--- src/rtl/hazard_ctrl.sv ---
// -----------------------------------------------------------------------------
// hazard_ctrl
//
// Pipeline control unit for the 5-stage CPU. It looks at the instruction in
// ID, the instruction in EX and the data-cache busy flag, and decides each
// cycle whether the front of the pipeline advances, stalls with a bubble,
// flushes IF/ID, or freezes completely while memory catches up.
//
// A load feeding a branch comparator in ID needs two stall cycles. The first
// comes from the live load-use match. The HOLD1 state supplies the second,
// because by then the load has moved on to MEM and no longer matches.
//
// Three saturating counters record stall, freeze and flush cycles for
// performance reporting.
//
// Ports
//   clk_i            clock, all state updates on posedge
//   rst_i            synchronous active-high reset
//   IFID_Rs_i        rs field of the ID instruction
//   IFID_Rt_i        rt field of the ID instruction
//   IFID_UsesRt_i    ID instruction reads rt
//   IsBranch_i       ID instruction is a conditional branch
//   BranchTaken_i    branch in ID resolved taken this cycle
//   Jump_i           ID instruction is j/jal
//   IDEX_MemRead_i   EX instruction is a load
//   IDEX_RegWrite_i  EX instruction writes a register
//   IDEX_WriteReg_i  destination register of the EX instruction
//   DcacheStall_i    MEM-stage access not complete
//   PCWrite_o        PC update enable
//   IFID_Stall_o     hold IF/ID
//   IFID_Flush_o     clear IF/ID
//   IDEX_Bubble_o    zero ID/EX control fields
//   Freeze_o         hold ID/EX, EX/MEM, MEM/WB
//   StallCnt_o       hazard-stall cycle count (saturating)
//   FreezeCnt_o      freeze cycle count (saturating)
//   FlushCnt_o       flush cycle count (saturating)
// -----------------------------------------------------------------------------
module hazard_ctrl #(
   parameter int CNT_W = 16
) (
   input  logic             clk_i,
   input  logic             rst_i,
   input  logic [4:0]       IFID_Rs_i,
   input  logic [4:0]       IFID_Rt_i,
   input  logic             IFID_UsesRt_i,
   input  logic             IsBranch_i,
   input  logic             BranchTaken_i,
   input  logic             Jump_i,
   input  logic             IDEX_MemRead_i,
   input  logic             IDEX_RegWrite_i,
   input  logic [4:0]       IDEX_WriteReg_i,
   input  logic             DcacheStall_i,
   output logic             PCWrite_o,
   output logic             IFID_Stall_o,
   output logic             IFID_Flush_o,
   output logic             IDEX_Bubble_o,
   output logic             Freeze_o,
   output logic [CNT_W-1:0] StallCnt_o,
   output logic [CNT_W-1:0] FreezeCnt_o,
   output logic [CNT_W-1:0] FlushCnt_o
);

   typedef enum logic [0:0] {
      RUN   = 1'b0,
      HOLD1 = 1'b1
   } state_t;

   state_t state_q;
   state_t state_d;

   logic dst_valid;
   logic match;
   logic load_use;
   logic br_alu;
   logic br_load;
   logic hazard;
   logic freeze;
   logic flush_req;

   // One-cycle event strobes for the counters.
   logic stall_evt;
   logic freeze_evt;
   logic flush_evt;

   // --------------------------------------------------------------------------
   // Hazard detection
   // --------------------------------------------------------------------------
   // $0 is hard-wired to zero, so an EX instruction targeting it can never
   // produce a value that ID depends on.
   assign dst_valid = (IDEX_WriteReg_i != 5'd0);

   assign match = dst_valid &&
                  ((IDEX_WriteReg_i == IFID_Rs_i) ||
                   (IFID_UsesRt_i && (IDEX_WriteReg_i == IFID_Rt_i)));

   assign load_use = IDEX_MemRead_i && match;

   // An ALU result feeding a branch comparator is forwarded from EX/MEM on
   // the next cycle, so a single stall is enough.
   assign br_alu  = IsBranch_i && IDEX_RegWrite_i && !IDEX_MemRead_i && match;
   assign br_load = IsBranch_i && load_use;

   assign hazard    = (state_q == HOLD1) || load_use || br_alu;
   assign freeze    = DcacheStall_i;
   assign flush_req = BranchTaken_i || Jump_i;

   // --------------------------------------------------------------------------
   // Next state and control outputs
   // --------------------------------------------------------------------------
   // NOTE: every signal driven here gets a default first, so no path through
   // the if/case chain leaves one unassigned and no latch is inferred.
   always_comb begin
      state_d       = state_q;
      PCWrite_o     = 1'b1;
      IFID_Stall_o  = 1'b0;
      IFID_Flush_o  = 1'b0;
      IDEX_Bubble_o = 1'b0;
      Freeze_o      = 1'b0;
      stall_evt     = 1'b0;
      freeze_evt    = 1'b0;
      flush_evt     = 1'b0;

      if (rst_i) begin
         // Outputs stay at their defaults; any pending HOLD1 is dropped.
         state_d = RUN;
      end else if (freeze) begin
         // Whole pipeline waits on the data cache. State holds, so a pending
         // HOLD1 stall is taken after release.
         Freeze_o     = 1'b1;
         PCWrite_o    = 1'b0;
         IFID_Stall_o = 1'b1;
         freeze_evt   = 1'b1;
      end else begin
         if (hazard) begin
            // A taken branch here is ignored: it stays in ID and is
            // re-evaluated once its operands are ready.
            PCWrite_o     = 1'b0;
            IFID_Stall_o  = 1'b1;
            IDEX_Bubble_o = 1'b1;
            stall_evt     = 1'b1;
         end else if (flush_req) begin
            IFID_Flush_o = 1'b1;
            flush_evt    = 1'b1;
         end

         unique case (state_q)
            RUN:     if (br_load) state_d = HOLD1;
            HOLD1:   state_d = RUN;
            default: state_d = RUN;
         endcase
      end
   end

   // --------------------------------------------------------------------------
   // State register
   // --------------------------------------------------------------------------
   // NOTE: sequential state uses non-blocking assignments so every register
   // samples values from before the edge, independent of block ordering.
   always_ff @(posedge clk_i) begin
      if (rst_i) begin
         state_q <= RUN;
      end else begin
         state_q <= state_d;
      end
   end

   // --------------------------------------------------------------------------
   // Performance counters
   // --------------------------------------------------------------------------
   // Saturate at all-ones so a long run reads as "at least this many" rather
   // than wrapping to a misleadingly small value.
   function automatic logic [CNT_W-1:0] sat_inc(input logic [CNT_W-1:0] v);
      if (&v) begin
         return v;
      end
      return v + {{(CNT_W-1){1'b0}}, 1'b1};
   endfunction

   always_ff @(posedge clk_i) begin
      if (rst_i) begin
         StallCnt_o  <= '0;
         FreezeCnt_o <= '0;
         FlushCnt_o  <= '0;
      end else begin
         if (stall_evt) begin
            StallCnt_o <= sat_inc(StallCnt_o);
         end
         if (freeze_evt) begin
            FreezeCnt_o <= sat_inc(FreezeCnt_o);
         end
         if (flush_evt) begin
            FlushCnt_o <= sat_inc(FlushCnt_o);
         end
      end
   end

endmodule
--- config.mk ---
export PLATFORM = sky130hd
export DESIGN_NAME = hazard_ctrl
export DESIGN_NICKNAME = d
export VERILOG_FILES = /design/src/rtl/hazard_ctrl.sv
export SDC_FILE = /design/constraint.sdc
export NUM_CORES = 1
export LEC_CHECK = 0
export BUFFER_PORTS_ARGS = -buffer_cell sky130_fd_sc_hd__buf_2
export CELL_PAD_IN_SITES_DETAIL_PLACEMENT = 2
export CELL_PAD_IN_SITES_GLOBAL_PLACEMENT = 2
export CORE_UTILIZATION = 29
export DETAILED_ROUTE_END_ITERATION = 7
export HOLD_SLACK_MARGIN = 0.03
export PLACE_DENSITY = 0.78
export SYNTH_ARGS = -nofsm -noshare
export SYNTH_HDL_FRONTEND = slang
export SYNTH_SLANG_ARGS = --single-unit
--- constraint.sdc ---
create_clock -name clk_i -period 2.3 [get_ports clk_i]
set_clock_uncertainty 0.15 [all_clocks]
set_input_delay 0 -clock clk_i [delete_from_list [all_inputs] [get_ports clk_i]]
set_output_delay 0 -clock clk_i [all_outputs]
set_load 0.03 [all_outputs]
==> results.tsv, run 1 <==
metric	value	unit
whs	0.2680	ns
internal_power	1.156	mW
cts.sinks	49	
numCtsBuffers	5	
hold_viol_final	0	
vdd_drop_max	0.1911	mV
track_usage	17.87	%
final_common_cell	buf_2	
critical_path_class	reg -> reg	
pre_cts_ws	0.02427	ns
final_cell_mix	buf_2, dfxtp_1, a21oi_1, nor2_1, nand3_1	
synthCells	314	
antenna_found_initial	0	
io_buffers	76	
hp-class	in -> reg	
worstMarginPinSlew	0.5818	ns
leakagePower	1.317	nW
clock_path_buffers	2	
stdcell_area	3390	um2
post-route-period-util	94.18	%
timing.slew.headroom	61.21	%
cp_cell_sequence	ha_2 > nand4_1 > nor4_2 > buf_4 > a2111oi_4 > nand2_2 > or4_1 > a21oi_1	
ys_warn_count	0	
via_per_inst	5.256	
pwr-share-clk	33.9	%
cts_tree	done	
synthArstFlopShare	0	%
post_dp_cell_area	3222	um2
fp.dieH	96.87	um
root_buffer	clkbuf_8	
syn_nets	341	
grt_pass1_vias	2890	
syn_area	2610	um2
diodes	0	
outcome	completed	
ys_ff_latch	49	
synthTopCellsByArea	dfxtp_1, a21oi_1, xnor2_1	
finalWorstSetupSlack	0.1338	ns
ant_nets	0	
dp_hpwl	6423	um
dr.pass1.iters	4	
critPathLaunchType	flop	
wl_per_cell	16.50	um
drive_gt1_share	29.61	%
layout.nets	439	
endpoint_kind	flop	
overflow	0	
synth_edf_count	0	
min_period	2.166	ns
crit_arrival	2.25	ns
synth_top_area_share	37.58	%
nFillCells	1016	
finalSetupViolations	0	
fmax	0.4616	GHz
rsz0062_at_grt	false	
yosysTopAreaCell	dfxtp_1	
rows	34	
switching_power	0.4075	mW
syn_to_final_growth	29.87	%
drc_errors	0	
power_density	461.2	nW/um2
synth_ff_type	dfxtp_1	
slew_violations	0	
setup_tns	0	ns
vias	2733	
h-tree-depth	2	
synth.distinct_cells	48	
p_comb_share	10.9	%
swShare	26.07	%
io_pins	77	
clk_latency	0.29	ns
crit_required	2.38	ns
cp_max_fo	6	
slowest_delay	0.48	ns
grt_max_degree	36	
drv_cap	0	
initial_core_util	29.93	%
wirelength	8581	um
fp.dieW	96.87	um
coreArea	8721	um2
seqPwrFrac	55.2	%
clkTransAtPathRegs	0.09	ns
drt_iter0_markers	58	
gp_congestion	0.7538	
ys_seq_area_share	37.58	%
crit_slowest_cell	or4_1	
die_area	9384	um2
syn_area_per_cell	8.312	um2
grt_pass1_wl	14020	um
power	1.563	mW
-- through the flow --
step	cells	util, %
6_report	520	38.87
5_1_grt	520	38.87
4_1_cts	517	38.31
3_5_place_dp	507	36.94
3_3_place_gp	507	36.94
2_1_floorplan	314	-
-- layer usage --
layer  share of wire, %  GRT usage, %
met1                 44         21.49
met2                 53         33.59
met3                2.1         2.529
met4               0.66         3.330
met5                  0             0
-- layout make-up --
type / count / area (um2) / area share (%)
clock buffer: 7 / 86.33 / 2.547
inverter: 15 / 56.30 / 1.661
multi-input combinational: 240 / 1555 / 45.88
sequential: 49 / 980.9 / 28.94
timing repair buffer: 101 / 575.6 / 16.98
tap: 108 / 135.1 / 3.987
-- sequential cells by signal (all words and copies together) (netlist names) --
name	flops
FlushCnt_o	16
StallCnt_o	16
state_q	1
FreezeCnt_o	16
-- final timing paths --
kind | startpoint | depth (start not counted) | slack, ns | to
max | StallCnt_o[0] | 8 | 0.13 | StallCnt_o[15]
min | IDEX_WriteReg_i[0] | 6 | 0.27 | StallCnt_o[5]
max reg2reg | StallCnt_o[0] | 8 | 0.13 | StallCnt_o[15]
min reg2reg | FlushCnt_o[9] | 2 | 0.36 | FlushCnt_o[9]
-- power groups by stage --
| stage | combinational, mW | sequential (mW) | clock [mW] |
|---|---|---|---|
| floorplan | 0.0892 | 0.894 | 0 |
| global placement | 0.159 | 0.882 | 0 |
| detailed placement | 0.165 | 0.883 | 0 |
| CTS | 0.168 | 0.863 | 0.549 |
| global route | 0.185 | 0.865 | 0.597 |
| finish | 0.170 | 0.864 | 0.529 |
-- critical path, delay by kind of cell, from the launching register on --
| family | cells | cell delay [ns] |
|---|---|---|
| buf+inv | 1 | 0.16 |
| simple gates | 4 | 0.79 |
| flops | 1 | 0.33 |
| compound gates | 2 | 0.49 |
| fa+ha+maj | 1 | 0.19 |
-- synth_stat cells (all sizes together), types with 5 or more instances --
| cell type | n |
|---|---|
| clkbuf | 6 |
| or4 | 13 |
| nor3 | 8 |
| nand3 | 25 |
| nor4 | 5 |
| or3 | 10 |
| inv | 15 |
| nand4 | 7 |
| o31ai | 11 |
| xnor2 | 15 |
| nand2 | 22 |
| a21oi | 29 |
| o21ai | 16 |
| dfxtp | 49 |
| nor2 | 28 |
| xor2 | 8 |
-- cells by family (layout without fill, tap and decap cells) --
logic type,count (synthesis),count (layout),share of synthesized area [%]
simple gates,135,135,28.00
xor+xnor,23,23,7.718
mux,6,6,2.445
buf+inv,25,123,3.930
compound gates,73,73,18.89
fa+ha+maj,3,3,1.438
flops,49,49,37.58
-- repair_timing --
item | 4_1_cts | 5_1_grt
setup buffers | 0 | 3
pin swaps | 0 | 4
gates cloned | 0 | 0
resized for setup | 1 | 4
hold buffers | 3 | 0
setup endpoints to repair | 1 | 13
endpoints found under the hold margin | 17 | 0
No activity file was read; power rests on OpenSTA's default activity.
==> run 2, diff against run 1 <==
--- a/config.mk
+++ b/config.mk
@@ -13,4 +13,5 @@
 export HOLD_SLACK_MARGIN = 0.03
 export PLACE_DENSITY = 0.78
+export SLEW_MARGIN = 10
 export SYNTH_ARGS = -nofsm -noshare
 export SYNTH_HDL_FRONTEND = slang
--- a/constraint.sdc
+++ b/constraint.sdc
@@ -3,3 +3,3 @@
 set_input_delay 0 -clock clk_i [delete_from_list [all_inputs] [get_ports clk_i]]
 set_output_delay 0 -clock clk_i [all_outputs]
-set_load 0.03 [all_outputs]
+set_load 0.05 [all_outputs]
==> run 2 against run 1 <==
Against the previous run:
- cell area is essentially flat
- hold slack lost 0.16 ns
- worst setup slack improved by 0.024 ns
- critical path type unchanged
- combinational power grew 12%
- routed wire length is 0.66% lower
- global-route usage up 0.58 points
==> results.tsv, run 2 (same netlist as run 1, synthesis figures left out) <==
metric	value	unit	change
worstMarginPinSlew	0.6102	ns	+0.02845 ns
top_regs	FlushCnt_o (16), FreezeCnt_o (16), StallCnt_o (16)		
p_comb_share	11.9	%	+1.0 points
numCtsBuffers	5		unchanged
wirelength	8524	um	-0.66%
fp.dieH	96.87	um	unchanged
power_density	472.4	nW/um2	+2.4%
io_pins	77		unchanged
slew_violations	0		unchanged
crit_slowest_cell	or4_4		
ff_latch_area	992.2	um2	+1.1%
crit_arrival	2.19	ns	-0.06 ns
final_common_cell	buf_2		
cts.sinks	49		unchanged
critPathLaunchType	flop		
critical_path_class	reg -> reg		
internal_power	1.164	mW	+0.68%
die_area	9384	um2	unchanged
h-tree-depth	2		unchanged
via_per_inst	5.270		+0.28%
drc_errors	0		unchanged
rows	34		unchanged
leakagePower	1.338	nW	+1.6%
post-route-period-util	93.13	%	-1.1 points
cp_max_fo	5		-1
final_cell_mix	buf_2, dfxtp_1, a21oi_1, nor2_1, nand3_1		
fmax	0.4669	GHz	+1.1%
grt_pass1_wl	14330	um	+2.2%
antenna_found_initial	0		unchanged
drt_iter0_markers	43		-26%
wl_met1	3676	um	-3.1%
gp_congestion	0.7226		-4.1%
coreArea	8721	um2	unchanged
finalSetupViolations	0		unchanged
crit_required	2.35	ns	-0.03 ns
hp-class	in -> reg		
wl_met2	4564	um	+0.31%
drive_gt1_share	31.22	%	+1.6 points
fp.dieW	96.87	um	unchanged
min_period	2.142	ns	-0.02422 ns
timing.slew.headroom	59.31	%	-1.9 points
hold_viol_final	0		unchanged
final_cells	518		-0.38%
initial_core_util	29.93	%	unchanged
top_layer_used	met4		
dr.pass1.iters	4		unchanged
nFillCells	1007		-0.89%
critPathBufInv	0		-1
dr_wl_met3	200	um	+11%
outcome	completed		
cp_top_family	simple AND/OR/NAND/NOR gates		
endpoint_kind	flop		
ant_nets	0		unchanged
fin_util	38.90	%	about the same
clkTransAtPathRegs	0.10	ns	about the same
cp_cell_sequence	nand4_1 > or4_4 > nor4_2 > nand3_1 > xor2_1 > nor2_1		
wl_per_cell	16.46	um	-0.28%
grt_max_degree	35		-2.8%
vias	2730		-0.11%
drv_cap	0		unchanged
multiInputGateArea	1544	um2	-0.72%
placed_cells	502		-0.99%
diodes	0		unchanged
io_buffers	76		unchanged
clk_latency	0.31	ns	+0.02 ns
pwr-share-clk	34.2	%	+0.3 points
swShare	27.39	%	+1.3 points
vdd_drop_max	0.2334	mV	+22%
slowest_delay	0.56	ns	+0.08 ns
dp_hpwl	6509	um	+1.3%
clock_path_buffers	2		unchanged
layout.nets	436		-0.68%
cts_tree	done		
root_buffer	clkbuf_8		
track_usage	18.44	%	+0.58 points
syn_to_final_growth	29.96	%	about the same
overflow	0		unchanged
grt_pass1_vias	2927		+1.3%
switching_power	0.4389	mW	+7.7%
seqPwrFrac	53.9	%	-1.3 points
==> run 2: cell types whose count changed in the layout (fill, tap and decap cells not counted), sizes merged <==
cell / previous run / this run
clkinv: 0 / 2
dlygate4sd3: 3 / 4
buf: 98 / 94
clkbuf: 7 / 6
==> run 2: final timing paths <==
kind | start | to | slack, ns | depth (start not counted)
max | FreezeCnt_o[4] | FreezeCnt_o[13] | 0.16 | 6
min | IDEX_WriteReg_i[0] | state_q | 0.10 | 5
max reg2reg | FreezeCnt_o[4] | FreezeCnt_o[13] | 0.16 | 6
min reg2reg | StallCnt_o[9] | StallCnt_o[9] | 0.36 | 2
==> run 2: routing by layer <==
layer  up-vias  track usage (%)
met1      1347            21.26
li1       1340                -
met5         -                0
met3         6            3.396
met2        37            34.72
met4         0            4.478
==> run 2: power by group through the flow <==
stage	Sequential, mW	Combinational [mW]	Clock (mW)
after detailed placement	0.883	0.184	0
after CTS	0.863	0.190	0.578
after global routing	0.865	0.209	0.608
final	0.863	0.191	0.548
after global placement	0.882	0.178	0
after floorplan	0.904	0.0958	0
==> run 2: metrics by stage <==
stage                     power [mW]  instance area, um2  setup slack (ns)  hold slack, ns    TNS, ns
after floorplan                1.000                2621          0.005292          0.1215          0
after CTS                      1.631                3344           0.01199          0.1075          0
after detailed placement       1.067                3208           0.04118          0.2346          0
after global routing           1.682                3392         -0.002150          0.1643  -0.002150
after global placement         1.060                3208            0.1944          0.2224          0
final                          1.602                3392            0.1580          0.1043          0
==> run 2: what timing repair did <==
item / CTS / global route
hold buffers: 4 / 0
endpoints found under the setup margin: 0 / 11
resized for setup: 0 / 3
hold endpoints to repair: 6 / 0
setup buffers: 0 / 4
==> run 2: area by class of cell <==
class | count | area share [%]
well taps | 108 | 3.984
inverters | 15 | 1.660
repair buffers | 98 | 16.75
multi-input cells | 240 | 45.52
clock inverters | 2 | 0.4058
flip-flops and latches | 49 | 29.25
clock buffers | 6 | 2.435
==> run 2: worst min-delay path, delay by kind of cell <==
kind / cells / cell delay (ns)
AO/OA/AOI/OAI: 1 / 0.06
buffers and inverters: 1 / 0.13
AND/OR/NAND/NOR: 3 / 0.34
